`src/rtl/usr_seq.sv`:
```
// ----------------------------------------------------------------------------
// usr_seq -- command sequencer for the 4-bit universal shift register (usr).
//
// Takes one command at a time (CLEAR, LOAD, SHR n, SHL n) over a valid/ready
// handshake. It expands the command into the per-cycle mode / parallel data /
// serial bit pattern the register needs, then pulses done. Every output is
// registered.
//
// Ports
//   c          in   1  clock, rising edge
//   r          in   1  synchronous reset, active low
//   cmd_valid  in   1  command present
//   cmd_ready  out  1  idle and able to accept a command
//   cmd_op     in   2  00 CLEAR, 01 LOAD, 10 SHR, 11 SHL
//   cmd_data   in   4  LOAD word, or serial bits for SHR/SHL (bit 0 first)
//   cmd_cnt    in   3  shift count for SHR/SHL, saturates at CNT_MAX
//   s          out  2  register mode: 00 hold, 01 load, 10 shr, 11 shl
//   x          out  4  register parallel data
//   z          out  1  register serial input bit
//   busy       out  1  not idle (always the inverse of cmd_ready)
//   done       out  1  one-cycle pulse at command completion
// ----------------------------------------------------------------------------
module usr_seq #(
    parameter int unsigned CNT_MAX = 4
) (
    input  logic       c,
    input  logic       r,
    input  logic       cmd_valid,
    output logic       cmd_ready,
    input  logic [1:0] cmd_op,
    input  logic [3:0] cmd_data,
    input  logic [2:0] cmd_cnt,
    output logic [1:0] s,
    output logic [3:0] x,
    output logic       z,
    output logic       busy,
    output logic       done
);

    typedef enum logic [1:0] {
        ST_IDLE  = 2'd0,
        ST_LOAD  = 2'd1,
        ST_SHIFT = 2'd2,
        ST_DONE  = 2'd3
    } state_t;

    typedef enum logic [1:0] {
        OP_CLEAR = 2'b00,
        OP_LOAD  = 2'b01,
        OP_SHR   = 2'b10,
        OP_SHL   = 2'b11
    } op_t;

    localparam logic [2:0] CNT_SAT = 3'(CNT_MAX);

    state_t     r_state,  w_state;
    logic [3:0] r_sdata,  w_sdata;   // serial bits still to be sent, next at bit 0
    logic [2:0] r_cnt,    w_cnt;     // shift cycles remaining, including current
    logic [1:0] r_s,      w_s;
    logic [3:0] r_x,      w_x;
    logic       r_z,      w_z;
    logic       r_busy,   w_busy;
    logic       r_done,   w_done;
    logic       r_ready,  w_ready;

    op_t        w_op;
    logic [2:0] w_cnt_sat;
    logic       w_accept;

    assign w_op      = op_t'(cmd_op);
    assign w_cnt_sat = (cmd_cnt > CNT_SAT) ? CNT_SAT : cmd_cnt;
    assign w_accept  = cmd_valid && r_ready;

    // Next state and next registered outputs. The defaults describe a busy,
    // non-completing cycle with the register held; each state overrides only
    // what differs.
    always_comb begin
        w_state = r_state;
        w_sdata = r_sdata;
        w_cnt   = r_cnt;
        w_s     = 2'b00;
        w_x     = r_x;
        w_z     = 1'b0;
        w_busy  = 1'b1;
        w_done  = 1'b0;
        w_ready = 1'b0;

        unique case (r_state)
            ST_IDLE: begin
                if (w_accept) begin
                    unique case (w_op)
                        OP_CLEAR: begin
                            w_state = ST_LOAD;
                            w_s     = 2'b01;
                            w_x     = '0;
                        end
                        OP_LOAD: begin
                            w_state = ST_LOAD;
                            w_s     = 2'b01;
                            w_x     = cmd_data;
                        end
                        OP_SHR, OP_SHL: begin
                            if (w_cnt_sat == 3'd0) begin
                                w_state = ST_DONE;
                                w_done  = 1'b1;
                            end else begin
                                // First shift cycle is emitted straight from the
                                // handshake edge, so bit 0 goes out now and the
                                // remaining bits are kept pre-shifted.
                                w_state = ST_SHIFT;
                                w_s     = (w_op == OP_SHR) ? 2'b10 : 2'b11;
                                w_z     = cmd_data[0];
                                w_sdata = {1'b0, cmd_data[3:1]};
                                w_cnt   = w_cnt_sat;
                            end
                        end
                        default: ;
                    endcase
                end else begin
                    w_busy  = 1'b0;
                    w_ready = 1'b1;
                end
            end

            ST_LOAD: begin
                w_state = ST_DONE;
                w_done  = 1'b1;
            end

            ST_SHIFT: begin
                if (r_cnt == 3'd1) begin
                    w_state = ST_DONE;
                    w_done  = 1'b1;
                end else begin
                    w_cnt   = r_cnt - 3'd1;
                    w_s     = r_s;
                    w_z     = r_sdata[0];
                    w_sdata = {1'b0, r_sdata[3:1]};
                end
            end

            ST_DONE: begin
                w_state = ST_IDLE;
                w_busy  = 1'b0;
                w_ready = 1'b1;
            end

            default: begin
                w_state = ST_IDLE;
                w_busy  = 1'b0;
                w_ready = 1'b1;
            end
        endcase
    end

    always_ff @(posedge c) begin
        if (!r) begin
            r_state <= ST_IDLE;
            r_sdata <= '0;
            r_cnt   <= '0;
            r_s     <= '0;
            r_x     <= '0;
            r_z     <= 1'b0;
            r_busy  <= 1'b0;
            r_done  <= 1'b0;
            r_ready <= 1'b1;
        end else begin
            r_state <= w_state;
            r_sdata <= w_sdata;
            r_cnt   <= w_cnt;
            r_s     <= w_s;
            r_x     <= w_x;
            r_z     <= w_z;
            r_busy  <= w_busy;
            r_done  <= w_done;
            r_ready <= w_ready;
        end
    end

    assign cmd_ready = r_ready;
    assign s         = r_s;
    assign x         = r_x;
    assign z         = r_z;
    assign busy      = r_busy;
    assign done      = r_done;

endmodule
```
`config.mk`:
```
export PLATFORM = sky130hd
export DESIGN_NAME = usr_seq
export DESIGN_NICKNAME = d
export VERILOG_FILES = /design/src/rtl/usr_seq.sv
export SDC_FILE = /design/constraint.sdc
export NUM_CORES = 1
export LEC_CHECK = 0
export BUFFER_PORTS_ARGS = -buffer_cell sky130_fd_sc_hd__buf_2
export CELL_PAD_IN_SITES_DETAIL_PLACEMENT = 1
export CELL_PAD_IN_SITES_GLOBAL_PLACEMENT = 2
export CORE_ASPECT_RATIO = 0.6
export CORE_UTILIZATION = 27
export DETAILED_ROUTE_END_ITERATION = 8
export HOLD_SLACK_MARGIN = 0.03
export PLACE_DENSITY = 0.82
export RECOVER_POWER = 100
export SETUP_SLACK_MARGIN = 0.1
export SLEW_MARGIN = 20
export SYNTH_ARGS = -nofsm -noshare
export SYNTH_HDL_FRONTEND = slang
export SYNTH_SLANG_ARGS = --single-unit
```
`constraint.sdc`:
```
create_clock -name c -period 1.52 [get_ports c]
set_input_delay 0.076 -clock c [delete_from_list [all_inputs] [get_ports c]]
set_output_delay 0.076 -clock c [all_outputs]
set_load 0.02 [all_outputs]
```
==> flow_metrics.tcl, run 1 <==
set metrics [dict create \
    clock_sinks 18 \
    numCtsBuffers 3 \
    syn_inst 112 \
    gp_congestion 0.6964 \
    dpl_cell_area_mm2 0.001197 \
    wl_per_cell_um 15.50 \
    grt_pass1_vias 987 \
    path_buf_inv 2 \
    diodes 0 \
    grt_overflow 0 \
    maxSlewHeadroom_pct 61.50 \
    max_freq_ghz 0.6914 \
    drc_errors 0 \
    nFillCells 407 \
    critPathMaxFanout 3 \
    max_stage_delay_ns 0.39 \
    synthMuxAreaShare_pct 2.054 \
    synth_compound_gate_area_share_pct 24.52 \
    synthXorXnorAreaFrac_pct 0 \
    port-buffer-count 21 \
    hp-class "primary input to register" \
    cp_cell_sequence "buf_4 > inv_1 > ha_1 > or2b_1 > a311oi_1" \
    syn-cell-area_um2 974.7 \
    die_h_um 48.54 \
    globalRouteTotalUtil_pct 16.55 \
    cts_tree "done" \
    ys_seq_elements 18 \
    num_rows 16 \
    drt_iter0_drc 16 \
    r2r_start "r_cnt[0]" \
    grt_max_degree 16 \
    crit_family "flip-flops" \
    via_per_inst 5.011 \
    endpoint "r_cnt[1]" \
    vias 947 \
    rsz0062_at_grt "true" \
    dpl_worst_slack_ns -0.03670 \
    drt_pass1_iterations 4 \
    setup_violations 0 \
    cellPowerDensity_mw_per_mm2 1769 \
    die-area_mm2 0.003862 \
    synth_nets 131 \
    drv_slew 0 \
    synth.avg_cell_area_um2 8.703 \
    coreArea_mm2 0.003343 \
    tightest_slew_ns 0.5769 \
    arrival_ns 1.61 \
    design_area_mm2 0.001339 \
    ir_drop_mv 0.6898 \
    ys_types 36 \
    p_leak_nw 0.4887 \
    drive_above_1_share_pct 36.11 \
    final_antenna_net_count 0 \
    synth_seq_area_share_pct 36.97 \
    crit_start "r_cnt[0]" \
    dp_hpwl_um 2159 \
    final_cell_mix "dfxtp_1 (16), buf_2 (12), a21oi_1 (11), nand2_1 (11), clkbuf_1 (10)" \
    io_pins 22 \
    path_clk_slew_ns 0.07 \
    area_growth_pct 37.36 \
    antenna_found_initial 0 \
    insertion_delay_ns 0.25 \
    final.setup.worst_slack_ns 0.07374 \
    ctsHoldBuffers 0 \
    period_minus_slack_ns 1.446 \
    fp.dieW_um 79.57 \
    tns_ns 0 \
    synth_top_family_by_area "compound AO/OA/AOI/OAI gates" \
    worst-setup-path-type "register to register" \
    layout.nets 164 \
    reg2reg_depth 5 \
    worst-endpoint-required_ns 1.68 \
    status "finished, final reports clean" \
    hold_start "r" \
    synthAdderAreaFrac_pct 8.986 \
    grt_pass1_wl_um 4912 \
    clock_path_buffers 2 \
    fin_skew_ns 0.002945 \
    maxCapViolCount 0 \
    startpoint_type "register" \
    routed_wirelength_um 2929 \
    rr_endpoint "r_cnt[1]" \
    r2r_slack_ns 0.07 \
    hold_violations 0 \
    yosys.area_share.simple_pct 22.34 \
    post-route-period-util_pct 95.15 \
    start_util_pct 29.15 \
    slowest_stage "dfxtp_1" \
    yosys_warnings 0 \
    htreeDepth 1 \
    path_depth 5 \
    final_common_cell "dfxtp_1" \
    cp-end-kind "register" \
    cts-root-buf "clkbuf_8" \
]
how the worst min path moves through the flow:
| stage | to | slack [ns] | cells past startpoint |
|---|---|---|---|
| finish | cmd_ready | 0.06 | 2 |
| global route | cmd_ready | 0.08 | 2 |
| CTS | cmd_ready | 0.06 | 2 |
| detailed placement | cmd_ready | 0.33 | 2 |
| global placement | cmd_ready | 0.31 | 2 |
| floorplan | cmd_ready | 0.15 | 1 |
cell type report:
class	count	area [um^2]	share of cell area, %
Tap cell	45	56.30	4.206
Multi-Input combinational cell	82	659.4	49.25
Timing Repair Buffer	31	168.9	12.62
Sequential cell	18	362.8	27.10
Clock buffer	4	55.05	4.112
Inverter	9	36.28	2.710
sequential cells by signal, summed over array words and instances, names as in the netlist:
name / count
r_cnt: 3
busy: 1
r_sdata: 3
done: 1
cmd_ready: 1
r_state: 2
z: 1
x: 4
s: 2
metal layers:
| metal | share of wire, % | track usage [%] | wire length, um | vias to the layer above |
|---|---|---|---|---|
| met2 | 47 | 26.35 | 1365 | 11 |
| li1 | - | - | - | 467 |
| met3 | 2.6 | 3.962 | 77 | 2 |
| met5 | 0 | 0 | 0 | - |
| met4 | 0.41 | 2.727 | 12 | 0 |
| met1 | 50 | 22.87 | 1474 | 467 |
repair_timing:
item,CTS,global route
pin swaps,7,7
gates resized for setup,8,13
setup endpoints to repair,9,13
endpoints found under the hold margin,0,0
setup buffers,1,1
through the flow:
step                utilization, %  hold slack, ns  power [W]  cells
floorplan                        -          0.1522   0.001405    112
CTS                          38.96         0.06071   0.002304    188
global route                 40.04         0.07961   0.002537    189
detailed placement           35.82          0.3294   0.001771    183
global placement             35.82          0.3060   0.001721    183
finish                       40.04         0.06459   0.002369    189
cells in the mapped netlist (all sizes together):
library cell / n / share of area (%)
nand2: 11 / 4.2
nand4: 1 / 1.3
o21ai: 7 / 4.0
ha: 7 / 9.0
a311oi: 3 / 3.3
or2b: 1 / 0.77
o22a: 1 / 1.0
clkbuf: 1 / 0.38
a32oi: 2 / 1.8
nand2b: 3 / 1.9
a2111oi: 1 / 0.90
o221ai: 1 / 0.90
o32ai: 1 / 0.90
or2: 2 / 1.3
nor4: 1 / 0.64
nor3: 3 / 2.7
or3b: 1 / 1.2
nand3: 7 / 3.6
and2b: 1 / 0.90
dfxtp: 18 / 37
a21oi: 14 / 7.6
o22ai: 1 / 1.3
inv: 9 / 3.5
a22oi: 1 / 1.3
buf: 2 / 1.3
a211oi: 2 / 1.5
nor2: 8 / 3.9
mux2i: 2 / 2.1
where the power goes:
part / total, W / internal [W] / switching [W]
registers: 0.000685 / 0.000593 / 0.0000923
logic: 0.00129 / 0.000569 / 0.000722
clock network: 0.000392 / 0.000230 / 0.000162
total: 0.00237 / 0.00139 / 0.000976
logic make-up after synthesis:
| logic type | after synthesis |
|---|---|
| and+or+nand+nor | 39 |
| AOI/OAI and AO/OA | 34 |
| DFF | 18 |
| buffers and inverters | 12 |
| adders and majority gates | 7 |
| muxes | 2 |
No activity file was read; power rests on OpenSTA's default activity.
==> inputs of run 2 (changes only) <==
--- a/config.mk
+++ b/config.mk
@@ -5,11 +5,12 @@
 export SDC_FILE = /design/constraint.sdc
 export NUM_CORES = 1
 export LEC_CHECK = 0
+export ABC_AREA = 1
 export BUFFER_PORTS_ARGS = -buffer_cell sky130_fd_sc_hd__buf_2
 export CELL_PAD_IN_SITES_DETAIL_PLACEMENT = 1
 export CELL_PAD_IN_SITES_GLOBAL_PLACEMENT = 2
 export CORE_ASPECT_RATIO = 0.6
-export CORE_UTILIZATION = 27
+export CORE_UTILIZATION = 25
 export DETAILED_ROUTE_END_ITERATION = 8
 export HOLD_SLACK_MARGIN = 0.03
 export PLACE_DENSITY = 0.82
==> constraint.sdc (replaced) <==
create_clock -name c -period 1.52 [get_ports c]
set_input_delay 0 -clock c [delete_from_list [all_inputs] [get_ports c]]
set_output_delay 0 -clock c [all_outputs]
set_load 0.02 [all_outputs]
==> run 2 against run 1 <==
Compared with the run above:
- clock-buffer cell count is 1 lower
- fmax is 6.4% higher
- die area is 4.6% higher
- combinational power is 18% lower
- power is 11% lower
- sequential power is 3.4% higher
- non-clock buffer count is 1 higher
- largest power group unchanged
- area after synthesis is 3.0% lower
- utilization is 2.5 points lower
- worst setup slack better by 0.088 ns
- global-route usage is 1.3 points lower
- sequential share of layout area is 1.5 points higher
==> flow_metrics.tcl, run 2 <==
set metrics [dict create \
    yosysMostFrequentCell "nand2_1" \
    status "finished, final reports clean" \
    numCtsBuffers 3 \
    power_frac_comb_pct 50.5 \
    synth_nets 152 \
    period_minus_slack_ns 1.359 \
    ys_async_sr_fraction_pct 0 \
    tns_ns 0 \
    worst-setup-path-type "register to register" \
    switching_share_pct 42.67 \
    clock_path_buffers 2 \
    drive_above_1_share_pct 24.10 \
    design_area_mm2 0.001286 \
    final_common_cell "nand2_1" \
    wl_per_cell_um 13.90 \
    gp_congestion 0.7898 \
    power.total_w 0.002107 \
    hp-class "primary input to register" \
    dpl_cell_area_mm2 0.001106 \
    p_seq_share_pct 33.6 \
    insertion_delay_ns 0.25 \
    cts-root-buf "clkbuf_8" \
    drt_pass1_iterations 4 \
    port-buffer-count 21 \
    diodes 0 \
    cp-end-kind "register" \
    switchingPower_w 0.0008991 \
    yosys-top-cells-count "nand2_1 (38), dfxtp_1 (18), inv_1 (14)" \
    ys_types 23 \
    start_util_pct 27.63 \
    globalRouteTotalUtil_pct 15.24 \
    drc_errors 0 \
    grt_pass1_wl_um 4519 \
    maxSlewHeadroom_pct 78.43 \
    post-route-period-util_pct 89.39 \
    clock_sinks 18 \
    max_freq_ghz 0.7360 \
    coreArea_mm2 0.003423 \
    via_per_inst 4.540 \
    syn_inst 133 \
    vias 958 \
    grt_overflow 0 \
    p_leak_nw 0.5618 \
    routed_wirelength_um 2932 \
    yosysTopAreaCellShare_pct 38.10 \
    area_growth_pct 35.98 \
    synth.avg_cell_area_um2 7.112 \
    startpoint_type "register" \
    path_clk_slew_ns 0.07 \
    hold_violations 0 \
    maxCapViolCount 0 \
    fin_skew_ns 0.001542 \
    drt_iter0_drc 48 \
    largest_reg_flops 4 \
    worst-endpoint-required_ns 1.67 \
    die_h_um 49.65 \
    rsz0062_at_grt "true" \
    fin_util_pct 37.57 \
    layout.nets 187 \
    fp.dieW_um 81.41 \
    dp_hpwl_um 2028 \
    arrival_ns 1.51 \
    drv_slew 0 \
    ys_seq_elements 18 \
    grt_pass1_vias 928 \
    ir_drop_mv 0.4161 \
    yosys.area.top_type "dfxtp_1" \
    power_frac_clock_pct 15.9 \
    die-area_mm2 0.004042 \
    internal_power_w 0.001208 \
    final_antenna_net_count 0 \
    synth_seq_area_share_pct 38.10 \
    io_pins 22 \
    htreeDepth 1 \
    synth_edf_count 0 \
    yosys_warnings 0 \
    cts_tree "done" \
    critPathMaxFanout 6 \
    final_cell_mix "nand2_1 (36), dfxtp_1 (16), nor2_1 (13)" \
    netlist_top_cells_area "dfxtp_1 (38%), nand2_1 (15%), ha_1 (9.3%)" \
    syn-cell-area_um2 945.9 \
    cellPowerDensity_mw_per_mm2 1638 \
    synth_ff_type "dfxtp_1" \
    grt_max_degree 11 \
    num_rows 16 \
    tightest_slew_ns 0.3227 \
    antenna_found_initial 0 \
    setup_violations 0 \
    holdWs_ns 0.04932 \
]
run 2: logic make-up after synthesis:
kind of cell,Yosys count,share of synthesized area (%)
compound gates,24,14.02
fa+ha+maj,7,9.259
buf+inv,18,8.465
flops,18,38.10
simple gates,66,30.16
run 2: path summary, 6_finish.rpt:
check                  start  depth (start not counted)        end  slack (ns)
setup / recovery  r_state[0]                          7   r_cnt[0]        0.16
hold / removal             r                          2  cmd_ready        0.05
setup reg to reg  r_state[0]                          7   r_cnt[0]        0.16
hold reg to reg         x[0]                          2       x[0]        0.48
run 2: cell type report:
class	instances	area, um^2
flip-flops and latches	18	367.9
multi-input cells	98	578.1
repair buffers	32	181.4
well taps	45	56.30
clock buffers	3	41.29
fillers	445	2137
inverters	15	61.31
run 2: metal layers:
| metal | vias up | global-route usage (%) | wire length, um |
|---|---|---|---|
| met1 | 441 | 21.16 | 1537 |
| li1 | 493 | - | - |
| met3 | 2 | 3.889 | 148 |
| met2 | 22 | 23.75 | 1234 |
| met5 | - | 0 | 0 |
| met4 | 0 | 2.679 | 11 |
run 2: through the flow:
stage | worst slack [ns] | instances
after floorplan | 0.1483 | 133
after global placement | 0.05479 | 199
after detailed placement | -0.03236 | 199
after CTS | 0.1206 | 208
after global routing | 0.04987 | 211
final | 0.1613 | 211
run 2: critical path: stages (launching register included):
cell and delay, ns:
dfxtp_4 0.36, inv_4 0.08, ha_4 0.17, nand3_1 0.26, nand3_4 0.22, nand2_1 0.06, nand2_1 0.05, nor2_1 0.04
run 2: repair_timing:
item                                    CTS  global route
cloned                                    1             0
setup buffers                             1             3
hold buffers                              4             0
endpoints found under the hold margin     4             0
pin swaps                                 2             5
endpoints found under the setup margin   12            12
gates resized for setup                  13            10
run 2: power by group through the flow:
stage / clock network, W / logic [W] / registers (W)
floorplan: 0 / 0.000553 / 0.000755
global placement: 0 / 0.000847 / 0.000682
detailed placement: 0 / 0.000862 / 0.000693
CTS: 0.000356 / 0.00101 / 0.000691
global route: 0.000371 / 0.00119 / 0.000725
finish: 0.000335 / 0.00106 / 0.000708
==> inputs of run 3 (changes only) <==
--- a/config.mk
+++ b/config.mk
@@ -7,13 +7,13 @@
 export LEC_CHECK = 0
 export ABC_AREA = 1
 export BUFFER_PORTS_ARGS = -buffer_cell sky130_fd_sc_hd__buf_2
-export CELL_PAD_IN_SITES_DETAIL_PLACEMENT = 1
-export CELL_PAD_IN_SITES_GLOBAL_PLACEMENT = 2
+export CELL_PAD_IN_SITES_DETAIL_PLACEMENT = 0
+export CELL_PAD_IN_SITES_GLOBAL_PLACEMENT = 1
 export CORE_ASPECT_RATIO = 0.6
-export CORE_UTILIZATION = 25
+export CORE_UTILIZATION = 33
 export DETAILED_ROUTE_END_ITERATION = 8
 export HOLD_SLACK_MARGIN = 0.03
-export PLACE_DENSITY = 0.82
+export PLACE_DENSITY = 0.83
 export RECOVER_POWER = 100
 export SETUP_SLACK_MARGIN = 0.1
 export SLEW_MARGIN = 20
==> run 3 against run 2 <==
Compared with the run above:
- the run now ends with DRC left
- sequential cell count unchanged
- wire length decreased by 14%
- fmax fell by 2.3%
- worst setup slack lost 0.032 ns
- first-iteration DRC count shrank 10%
- worst hold slack gained 0.0054 ns
- highest routed layer unchanged
- global-route usage rose by 2.1 points
- final area is 2.0% lower
- clock power up 17%
- clock-buffer cell count grew 1
- critical path depth unchanged
- sequential power about the same
==> flow_metrics.tcl, run 3 (synthesis results as in run 2) <==
set metrics [dict create \
    io_pins 22 \
    maxCapViolCount 0 \
    grt_max_degree 11 \
    rsz0062_at_grt "false" \
    layout.nets 184 \
    drive_above_1_share_pct 21.95 \
    clock_sinks 18 \
    ir_drop_mv 0.6517 \
    endpoint "r_cnt[2]" \
    htreeDepth 1 \
    cellPowerDensity_mw_per_mm2 1683 \
    drt_iter0_drc 43 \
    drv_slew 0 \
    p_leak_nw 0.5585 \
    largest_reg_flops 4 \
    final_common_cell "nand2_1" \
    r2r_start "r_state[1]" \
    rr_endpoint "r_cnt[2]" \
    reg2reg_depth 7 \
    die-area_mm2 0.003092 \
    final_cell_mix "nand2_1 (38), dfxtp_1 (16), nor2_1 (13), inv_1 (12)" \
    start_util_pct 36.24 \
    power.total_w 0.002121 \
    port-buffer-count 21 \
    diodes 0 \
    antenna_found_initial 0 \
    startpoint_type "register" \
    setup_violations 0 \
    grt_pass1_wl_um 4015 \
    routed_wirelength_um 2507 \
    vias 959 \
    area_growth_pct 33.20 \
    maxSlewHeadroom_pct 83.13 \
    worst-endpoint-required_ns 1.67 \
    coreArea_mm2 0.002610 \
    period_minus_slack_ns 1.391 \
    status "finished, violations left" \
    r2r_slack_ns 0.13 \
    critPathMaxFanout 6 \
    arrival_ns 1.54 \
    path_clk_slew_ns 0.07 \
    cts_tree "done" \
    drt_pass1_iterations 6 \
    drc_errors 2 \
    tightest_slew_ns 0.2541 \
    grt_pass1_vias 900 \
    max_freq_ghz 0.7189 \
    grt_overflow 0 \
    fin_skew_ns 0.0006405 \
    wl_per_cell_um 12.79 \
    fp.dieW_um 71.12 \
    nFillCells 263 \
    multi_input_comb_area_um2 573.1 \
    hold_violations 0 \
    die_h_um 43.47 \
    cts-root-buf "clkbuf_8" \
    cp-end-kind "register" \
    tns_ns 0 \
    dp_hpwl_um 1729 \
    clock_path_buffers 2 \
    insertion_delay_ns 0.25 \
    worst-setup-path-type "register to register" \
    post-route-period-util_pct 91.51 \
    globalRouteTotalUtil_pct 17.30 \
    crit_start "r_state[1]" \
    hp-class "primary input to register" \
    via_per_inst 4.893 \
    seq_area_um2 367.9 \
    violations "DRC" \
    gp_congestion 0.8863 \
    numCtsBuffers 3 \
    num_rows 14 \
    final_antenna_net_count 0 \
]
-- run 3: how the worst min path moves through the flow --
stage	end	start	slack (ns)	cells past startpoint
floorplan	x[0]	cmd_data[0]	0.14	2
global placement	x[2]	cmd_data[2]	0.27	3
detailed placement	x[1]	cmd_data[1]	0.28	3
CTS	cmd_ready	r	0.05	2
global route	cmd_ready	r	0.06	2
finish	cmd_ready	r	0.05	2
-- run 3: final cells by class --
class                      count  share of cell area (%)
inverter                      15                   4.866
tap                           32                   3.178
timing repair buffer          29                   12.91
sequential                    18                   29.20
clock buffer                   4                   4.369
multi-input combinational     98                   45.48
-- run 3: power breakdown --
part / internal, W / total (W) / switching, W
clock network: 0.000230 / 0.000391 / 0.000160
registers: 0.000620 / 0.000711 / 0.0000907
logic: 0.000396 / 0.00102 / 0.000623
-- run 3: per-stage QoR --
step,setup WS (ns),hold slack [ns],area [um^2],instances,utilization [%]
after floorplan,0.1483,0.1427,945.9,133,-
after global placement,0.06347,0.2675,1082,185,41.47
after detailed placement,0.007787,0.2770,1082,185,41.47
after CTS,0.1093,0.04811,1251,195,47.94
after global routing,0.05311,0.05991,1260,196,48.27
final,0.1290,0.05472,1260,196,48.27
-- run 3: worst max-delay path, cell delays in order (launching register included) --
cell     delay (ns)
dfxtp_4        0.37
inv_4          0.08
ha_4           0.15
nand2_1        0.13
o21ai_4        0.25
nand3_4        0.14
nor2_1         0.12
nor2_1         0.05
-- run 3: metal layers --
metal  up-vias  wire [um]  global-route usage, %
met5         -          0                      0
met4         0         42                  3.600
met3         6        239                  7.209
met2        34       1024                  26.92
met1       432       1200                  22.79
li1        487          -                      -
-- run 3: what timing repair did --
| item | CTS | global route |
|---|---|---|
| pin swaps | 2 | 4 |
| endpoints found under the setup margin | 12 | 12 |
| gates cloned | 1 | 0 |
| setup buffers | 1 | 1 |
| hold buffers | 4 | 0 |
| hold endpoints to repair | 4 | 0 |
| gates resized for setup | 11 | 10 |
